## src/rtl/sram_arb_pkg.sv

```systemverilog
// Shared types and helpers for the SRAM port arbiter.
// Owns the FSM state encoding and round-robin index math.
package sram_arb_pkg;

  typedef enum logic {
    IDLE,
    LOCKED
  } state_t;

  function automatic int idx_w(input int n);
    return (n > 1) ? $clog2(n) : 1;
  endfunction

  function automatic int rr_pos(
    input int base,
    input int k,
    input int n
  );
    return (base + k) % n;
  endfunction

endpackage

```

## src/rtl/sram_arbiter_if.sv

```systemverilog
// Requester channels plus SRAM port of the arbiter.
// slave = arbiter side, master = requesters and SRAM.
interface sram_arbiter_if #(
  parameter int DEPTH   = 8,
  parameter int WIDTH   = 32,
  parameter int NUM_REQ = 2
);
  localparam int DEPTH_LOG = $clog2(DEPTH);

  logic [NUM_REQ-1:0]           req_valid;
  logic [NUM_REQ-1:0]           req_ready;
  logic [NUM_REQ-1:0]           req_we;
  logic [NUM_REQ-1:0]           req_lock;
  logic [NUM_REQ*DEPTH_LOG-1:0] req_addr;
  logic [NUM_REQ*WIDTH-1:0]     req_wdata;
  logic [NUM_REQ-1:0]           rsp_valid;
  logic [WIDTH-1:0]             rsp_data;
  logic                         sram_cs;
  logic                         sram_we;
  logic [DEPTH_LOG-1:0]         sram_ad;
  logic [WIDTH-1:0]             sram_din;
  logic [WIDTH-1:0]             sram_dout;

  modport slave (
    input  req_valid, req_we, req_lock,
    input  req_addr, req_wdata, sram_dout,
    output req_ready, rsp_valid, rsp_data,
    output sram_cs, sram_we, sram_ad, sram_din
  );

  modport master (
    output req_valid, req_we, req_lock,
    output req_addr, req_wdata, sram_dout,
    input  req_ready, rsp_valid, rsp_data,
    input  sram_cs, sram_we, sram_ad, sram_din
  );

endinterface

```

## src/rtl/rr_arbiter.sv

```systemverilog
// Combinational round-robin pick starting at i_ptr.
// Lowest offset from the pointer wins.
module rr_arbiter
  import sram_arb_pkg::*;
#(
  parameter int NUM_REQ = 2,
  localparam int IW     = idx_w(NUM_REQ)
) (
  input  logic [NUM_REQ-1:0] i_req,
  input  logic [IW-1:0]      i_ptr,
  output logic [NUM_REQ-1:0] o_gnt,
  output logic [IW-1:0]      o_idx
);

  // Scan far-to-near so the nearest request overwrites.
  always_comb begin
    o_gnt = '0;
    o_idx = '0;
    for (int k = NUM_REQ - 1; k >= 0; k--) begin
      if (i_req[rr_pos(int'(i_ptr), k, NUM_REQ)]) begin
        o_gnt = '0;
        o_gnt[rr_pos(int'(i_ptr), k, NUM_REQ)] = 1'b1;
        o_idx = IW'(rr_pos(int'(i_ptr), k, NUM_REQ));
      end
    end
  end

endmodule

```

## src/rtl/sram_arbiter.sv

```systemverilog
// Round-robin arbiter with burst lock in front of a
// single-port SRAM; one access per clock.
module sram_arbiter
  import sram_arb_pkg::*;
#(
  parameter int DEPTH    = 8,
  parameter int WIDTH    = 32,
  parameter int NUM_REQ  = 2,
  localparam int DEPTH_LOG = $clog2(DEPTH),
  localparam int IW        = idx_w(NUM_REQ)
) (
  input  logic           clk,
  input  logic           rst_n,
  sram_arbiter_if.slave  bus
);

  state_t               r_state;
  state_t               w_state_n;
  logic [IW-1:0]        r_ptr;
  logic [IW-1:0]        w_ptr_n;
  logic [IW-1:0]        r_owner;
  logic [IW-1:0]        w_owner_n;

  logic [NUM_REQ-1:0]   w_arb_gnt;
  logic [IW-1:0]        w_arb_idx;
  logic [NUM_REQ-1:0]   w_own_oh;
  logic [NUM_REQ-1:0]   w_gnt;
  logic [IW-1:0]        w_idx;
  logic                 w_acc;

  logic                 r_cs;
  logic                 r_we;
  logic [DEPTH_LOG-1:0] r_ad;
  logic [WIDTH-1:0]     r_din;

  logic                 r_v1;
  logic                 r_v2;
  logic [IW-1:0]        r_i1;
  logic [IW-1:0]        r_i2;

  rr_arbiter #(
    .NUM_REQ (NUM_REQ)
  ) u_rr (
    .i_req (bus.req_valid),
    .i_ptr (r_ptr),
    .o_gnt (w_arb_gnt),
    .o_idx (w_arb_idx)
  );

  assign w_own_oh = NUM_REQ'(1) << r_owner;

  always_comb begin
    w_gnt = '0;
    w_idx = '0;
    unique case (r_state)
      IDLE: begin
        w_gnt = w_arb_gnt;
        w_idx = w_arb_idx;
      end
      LOCKED: begin
        w_gnt = bus.req_valid & w_own_oh;
        w_idx = r_owner;
      end
    endcase
  end

  assign w_acc = |w_gnt;

  always_comb begin
    w_state_n = r_state;
    w_ptr_n   = r_ptr;
    w_owner_n = r_owner;
    if (w_acc) begin
      if (bus.req_lock[w_idx]) begin
        w_state_n = LOCKED;
        w_owner_n = w_idx;
      end else begin
        w_state_n = IDLE;
        w_ptr_n   = (w_idx == IW'(NUM_REQ - 1))
                  ? '0 : w_idx + 1'b1;
      end
    end
  end

  always_ff @(posedge clk or negedge rst_n) begin
    if (!rst_n) begin
      r_state <= IDLE;
      r_ptr   <= '0;
      r_owner <= '0;
    end else begin
      r_state <= w_state_n;
      r_ptr   <= w_ptr_n;
      r_owner <= w_owner_n;
    end
  end

  // Address/data hold their last value when idle.
  always_ff @(posedge clk or negedge rst_n) begin
    if (!rst_n) begin
      r_cs  <= 1'b0;
      r_we  <= 1'b0;
      r_ad  <= '0;
      r_din <= '0;
    end else if (w_acc) begin
      r_cs  <= 1'b1;
      r_we  <= bus.req_we[w_idx];
      r_ad  <= bus.req_addr[w_idx*DEPTH_LOG +: DEPTH_LOG];
      r_din <= bus.req_wdata[w_idx*WIDTH +: WIDTH];
    end else begin
      r_cs  <= 1'b0;
      r_we  <= 1'b0;
    end
  end

  always_ff @(posedge clk or negedge rst_n) begin
    if (!rst_n) begin
      r_v1 <= 1'b0;
      r_v2 <= 1'b0;
      r_i1 <= '0;
      r_i2 <= '0;
    end else begin
      r_v1 <= w_acc & ~bus.req_we[w_idx];
      r_i1 <= w_idx;
      r_v2 <= r_v1;
      r_i2 <= r_i1;
    end
  end

  assign bus.req_ready = w_gnt;
  assign bus.rsp_valid = r_v2 ? (NUM_REQ'(1) << r_i2) : '0;
  assign bus.rsp_data  = bus.sram_dout;
  assign bus.sram_cs   = r_cs;
  assign bus.sram_we   = r_we;
  assign bus.sram_ad   = r_ad;
  assign bus.sram_din  = r_din;

endmodule

```

## src/flat_wrapper.sv

```systemverilog
// flat-port wrapper written by rule: the top's interface ports become plain ports
module sram_arbiter_flat import sram_arb_pkg::*;
#(
  parameter int DEPTH    = 8,
  parameter int WIDTH    = 32,
  parameter int NUM_REQ  = 2,
  localparam int DEPTH_LOG = $clog2(DEPTH),
  localparam int IW        = idx_w(NUM_REQ)
)
  (clk, rst_n, bus_req_valid, bus_req_we, bus_req_lock, bus_req_addr, bus_req_wdata, bus_sram_dout, bus_req_ready, bus_rsp_valid, bus_rsp_data, bus_sram_cs, bus_sram_we, bus_sram_ad, bus_sram_din);
  sram_arbiter_if #(.DEPTH(DEPTH), .WIDTH(WIDTH), .NUM_REQ(NUM_REQ)) bus_i ();
  input  logic clk;
  input  logic rst_n;
  input wire logic [$bits(bus_i.req_valid)-1:0] bus_req_valid;
  input wire logic [$bits(bus_i.req_we)-1:0] bus_req_we;
  input wire logic [$bits(bus_i.req_lock)-1:0] bus_req_lock;
  input wire logic [$bits(bus_i.req_addr)-1:0] bus_req_addr;
  input wire logic [$bits(bus_i.req_wdata)-1:0] bus_req_wdata;
  input wire logic [$bits(bus_i.sram_dout)-1:0] bus_sram_dout;
  output wire logic [$bits(bus_i.req_ready)-1:0] bus_req_ready;
  output wire logic [$bits(bus_i.rsp_valid)-1:0] bus_rsp_valid;
  output wire logic [$bits(bus_i.rsp_data)-1:0] bus_rsp_data;
  output wire logic [$bits(bus_i.sram_cs)-1:0] bus_sram_cs;
  output wire logic [$bits(bus_i.sram_we)-1:0] bus_sram_we;
  output wire logic [$bits(bus_i.sram_ad)-1:0] bus_sram_ad;
  output wire logic [$bits(bus_i.sram_din)-1:0] bus_sram_din;
  assign bus_i.req_valid = bus_req_valid;
  assign bus_i.req_we = bus_req_we;
  assign bus_i.req_lock = bus_req_lock;
  assign bus_i.req_addr = bus_req_addr;
  assign bus_i.req_wdata = bus_req_wdata;
  assign bus_i.sram_dout = bus_sram_dout;
  assign bus_req_ready = bus_i.req_ready;
  assign bus_rsp_valid = bus_i.rsp_valid;
  assign bus_rsp_data = bus_i.rsp_data;
  assign bus_sram_cs = bus_i.sram_cs;
  assign bus_sram_we = bus_i.sram_we;
  assign bus_sram_ad = bus_i.sram_ad;
  assign bus_sram_din = bus_i.sram_din;
  sram_arbiter #(.DEPTH(DEPTH), .WIDTH(WIDTH), .NUM_REQ(NUM_REQ)) u_core (.clk(clk), .rst_n(rst_n), .bus(bus_i));
endmodule
```

## config.mk

```make
export PLATFORM = sky130hd
export DESIGN_NAME = sram_arbiter_flat
export DESIGN_NICKNAME = d
export VERILOG_FILES = /design/src/rtl/sram_arb_pkg.sv /design/src/rtl/sram_arbiter_if.sv /design/src/rtl/rr_arbiter.sv /design/src/rtl/sram_arbiter.sv /design/src/flat_wrapper.sv
export SDC_FILE = /design/constraint.sdc
export NUM_CORES = 1
export LEC_CHECK = 0
export CORE_ASPECT_RATIO = 0.7
export CORE_MARGIN = 2
export CORE_UTILIZATION = 57
export CTS_CLUSTER_DIAMETER = 30
export DETAILED_ROUTE_END_ITERATION = 8
export DONT_BUFFER_PORTS = 1
export GPL_ROUTABILITY_DRIVEN = 0
export GPL_TIMING_DRIVEN = 0
export HOLD_SLACK_MARGIN = 0.03
export PLACE_DENSITY = 0.75
export SLEW_MARGIN = 40
export SYNTH_ARGS = -nofsm -noshare
export SYNTH_HDL_FRONTEND = slang
export SYNTH_HIERARCHICAL = 1
export SYNTH_SLANG_ARGS = --single-unit
```

## constraint.sdc

```tcl
create_clock -name clk -period 1.8 [get_ports clk]
set_input_delay 0.09 -clock clk [delete_from_list [all_inputs] [get_ports clk]]
set_output_delay 0.09 -clock clk [all_outputs]
set_load 0.005 [all_outputs]
```

==> metrics.txt <==
status=finished with violations; failing checks=setup timing; GR Util All Layers=22.7%; Synth Cell Area=2410 um^2; global-route wire length before repair=7890 um; Area Growth Syn to Fin=25.2%; Die Ht=58.4 um; Layout Nets=324; number of global-route vias before repair=1,536; clock latency on the worst-skew pair=0.29 ns; Syn Inst Count=185; worst-case clock skew=0.00896 ns; Crit path max-delay family=buffers and inverters; Starting Density=60.3%; hold crit path type=primary input to register; CTS Sinks=44; Tmin final=1.83 ns; Slew Viols, Final=0; Hold Fails Final Rpt=0; Final period util=102%; reg2reg setup slack=-0.03 ns; CP Class=register to register; CTS tree=done; Crit path top cell by count=buf_6; Critical Path AT=2.00 ns; Rows=19; mean routed wirelength per cell=21.9 um; post-DP HPWL=3950 um; CP Data Required Time=1.97 ns; initial antenna violation count=0; remaining global-route overflow=0; Relative slew margins=80.2%; final wirelength=5820 um; Net Count, Synth=295; DR iter-0 viols=44; core box area=3990 um^2; peak fanout along the critical path=5; final hold slack=0.0547 ns; Peak VDD IR=0.00105 V; CTS clk-pin slew, worst paths=0.08 ns; crit-path max cell delay=0.39 ns; Seq/Total Area, Yosys=45.7%; I/O Buffers=0; share of post-route cells with drive strength above 1=50.9%; DRC=0; LEAKAGE=0.00144 uW; final setup fails=24; H-tree Lvls=2; synth top area cells=dfrtp_1, mux2_1, mux2_2; die footprint=4770 um^2; type of destination of the critical path=register; critical path's slowest cell=dfrtp_1; router iterations before antenna repair=4; flop and latch count out of synthesis=44; cell taking the most area after synthesis=dfrtp_1; CTS Buffer Depth=2; crit-path cells=inv_2, a21boi_4, buf_6, nor3_4, a21oi_2, buf_6, buf_4, mux2_2; die width=81.7 um; syn avg cell area=13.0 um^2; TritonCTS Buffers=5; f_max=0.546 GHz; Yosys top cell area share=45.7%; Ports=183; Pwr Total=5510 uW; RSZ-0062 raised after global routing=yes; worst setup margin=-0.0311 ns; Vias/cell=5.90; largest net degree at the start of global routing=45; vias=1,570; post-synth cell types=28; Max-Cap Viols=0; CP bufs+invs=4; Diodes inserted=0; Root Buffer=clkbuf_8; slew at the pin with the worst max-slew slack=0.295 ns; Post-DRT Antenna Nets=0; Pwr Density=1830 nW/um^2; Ys Warns=6; Worst Setup Start Kind=register
-- report_power, final --
part,switching (uW),internal (uW)
combinational,1060,1840
sequential,434,1510
clock,311,342
-- per-layer routing --
| layer | wire length (um) | vias to the layer above | track usage [%] | part of all wire, % |
|---|---|---|---|---|
| li1 | - | 671 | - | - |
| met1 | 2210 | 791 | 26.8 | 38 |
| met2 | 3090 | 100 | 41.2 | 53 |
| met3 | 452 | 8 | 5.83 | 7.8 |
| met4 | 64 | 0 | 6.90 | 1.1 |
| met5 | 0 | - | 0 | 0 |
-- final cells by class --
cell class | count | area (um^2)
repair buffers | 22 | 246
plain buffers | 41 | 347
flip-flops and latches | 44 | 1100
fillers | 255 | 978
well taps | 52 | 65.1
inverters | 4 | 15.0
clock buffers | 7 | 96.3
multi-input cells | 96 | 1140
-- layout by cell type (no fill, tap or decap), drive strengths merged --
master and instances:
nand2b 1, inv 4, nor2 1, dfrtp 44, and2 2, nand3 1, a2111o 1, a21oi 1
nand2 1, o2bb2ai 1, a31oi 1, a41oi 1, mux2 70, mux2i 3, dlygate4sd3 6, clkbuf 8
o211a 1, a211oi 1, nor3 1, or2 2, buf 56, a21boi 3, o21ai 2, nor2b 2
-- registers in the layout (all words and copies together), names as in the netlist --
signal               flops
u_core/bus.sram_din     32
u_core/bus.sram_ad       3
u_core/bus.sram_cs       1
u_core/bus.sram_we       1
u_core/r_i1              1
u_core/r_i2              1
u_core/r_owner           1
u_core/r_ptr             1
u_core/r_state           1
u_core/r_v1              1
u_core/r_v2              1
-- synth_stat cells --
cell and count:
o211a_1 1, mux2i_1 3, a211oi_1 1, nor3_1 1, o2bb2ai_1 1, nand2_1 1, dfrtp_1 44, mux2_2 29
a31oi_1 1, buf_6 1, and2_1 2, nand3_1 1, a41oi_1 1, a21boi_2 1, a2111o_1 1, buf_4 34
nand2b_1 1, o21ai_0 2, nor2b_1 2, buf_2 6, or2_2 2, a21oi_1 1, nor2_1 1, a21boi_1 1
mux2_1 35, mux2_4 6, inv_1 4, a21boi_0 1
-- logic make-up after synthesis --
| family | count (synthesis) | synth area share [%] |
|---|---|---|
| mux | 73 | 34.9 |
| buf+inv | 45 | 12.9 |
| flops | 44 | 45.7 |
| compound gates | 12 | 3.90 |
| simple gates | 11 | 2.54 |
-- final timing paths --
path,start,end,cells after the start
min in group asynchronous,rst_n,u_core/bus.sram_din[3],2
max reg2reg,u_core/r_ptr,u_core/bus.sram_din[15],8
max in group asynchronous,rst_n,u_core/bus.sram_din[2],2
max,u_core/r_ptr,u_core/bus.sram_din[15],8
min reg2reg,u_core/r_v1,u_core/r_v2,0
min,bus_req_lock[0],u_core/r_ptr,2
-- through the flow --
| step | TNS, ns | utilization [%] | setup slack (ns) | instances | instance area (um^2) |
|---|---|---|---|---|---|
| floorplan | 0 | - | 0.0382 | 185 | 2410 |
| global placement | -4.70 | 61.9 | -0.212 | 237 | 2470 |
| detailed placement | -9.14 | 61.9 | -0.330 | 237 | 2470 |
| CTS | 0 | 70.2 | 0.0188 | 257 | 2810 |
| global route | -2.05 | 75.5 | -0.0898 | 266 | 3020 |
| finish | -0.209 | 75.5 | -0.0311 | 266 | 3020 |
-- what timing repair did --
action                     4_1_cts  5_1_grt
setup buffers                    5        8
hold endpoints to repair        48        0
pin swaps                        1        2
hold buffers                     7        0
resized for setup               23       32
cloned                           1        1
setup endpoints to repair       38       35
Note: power is estimated with default switching activity, not from simulation.
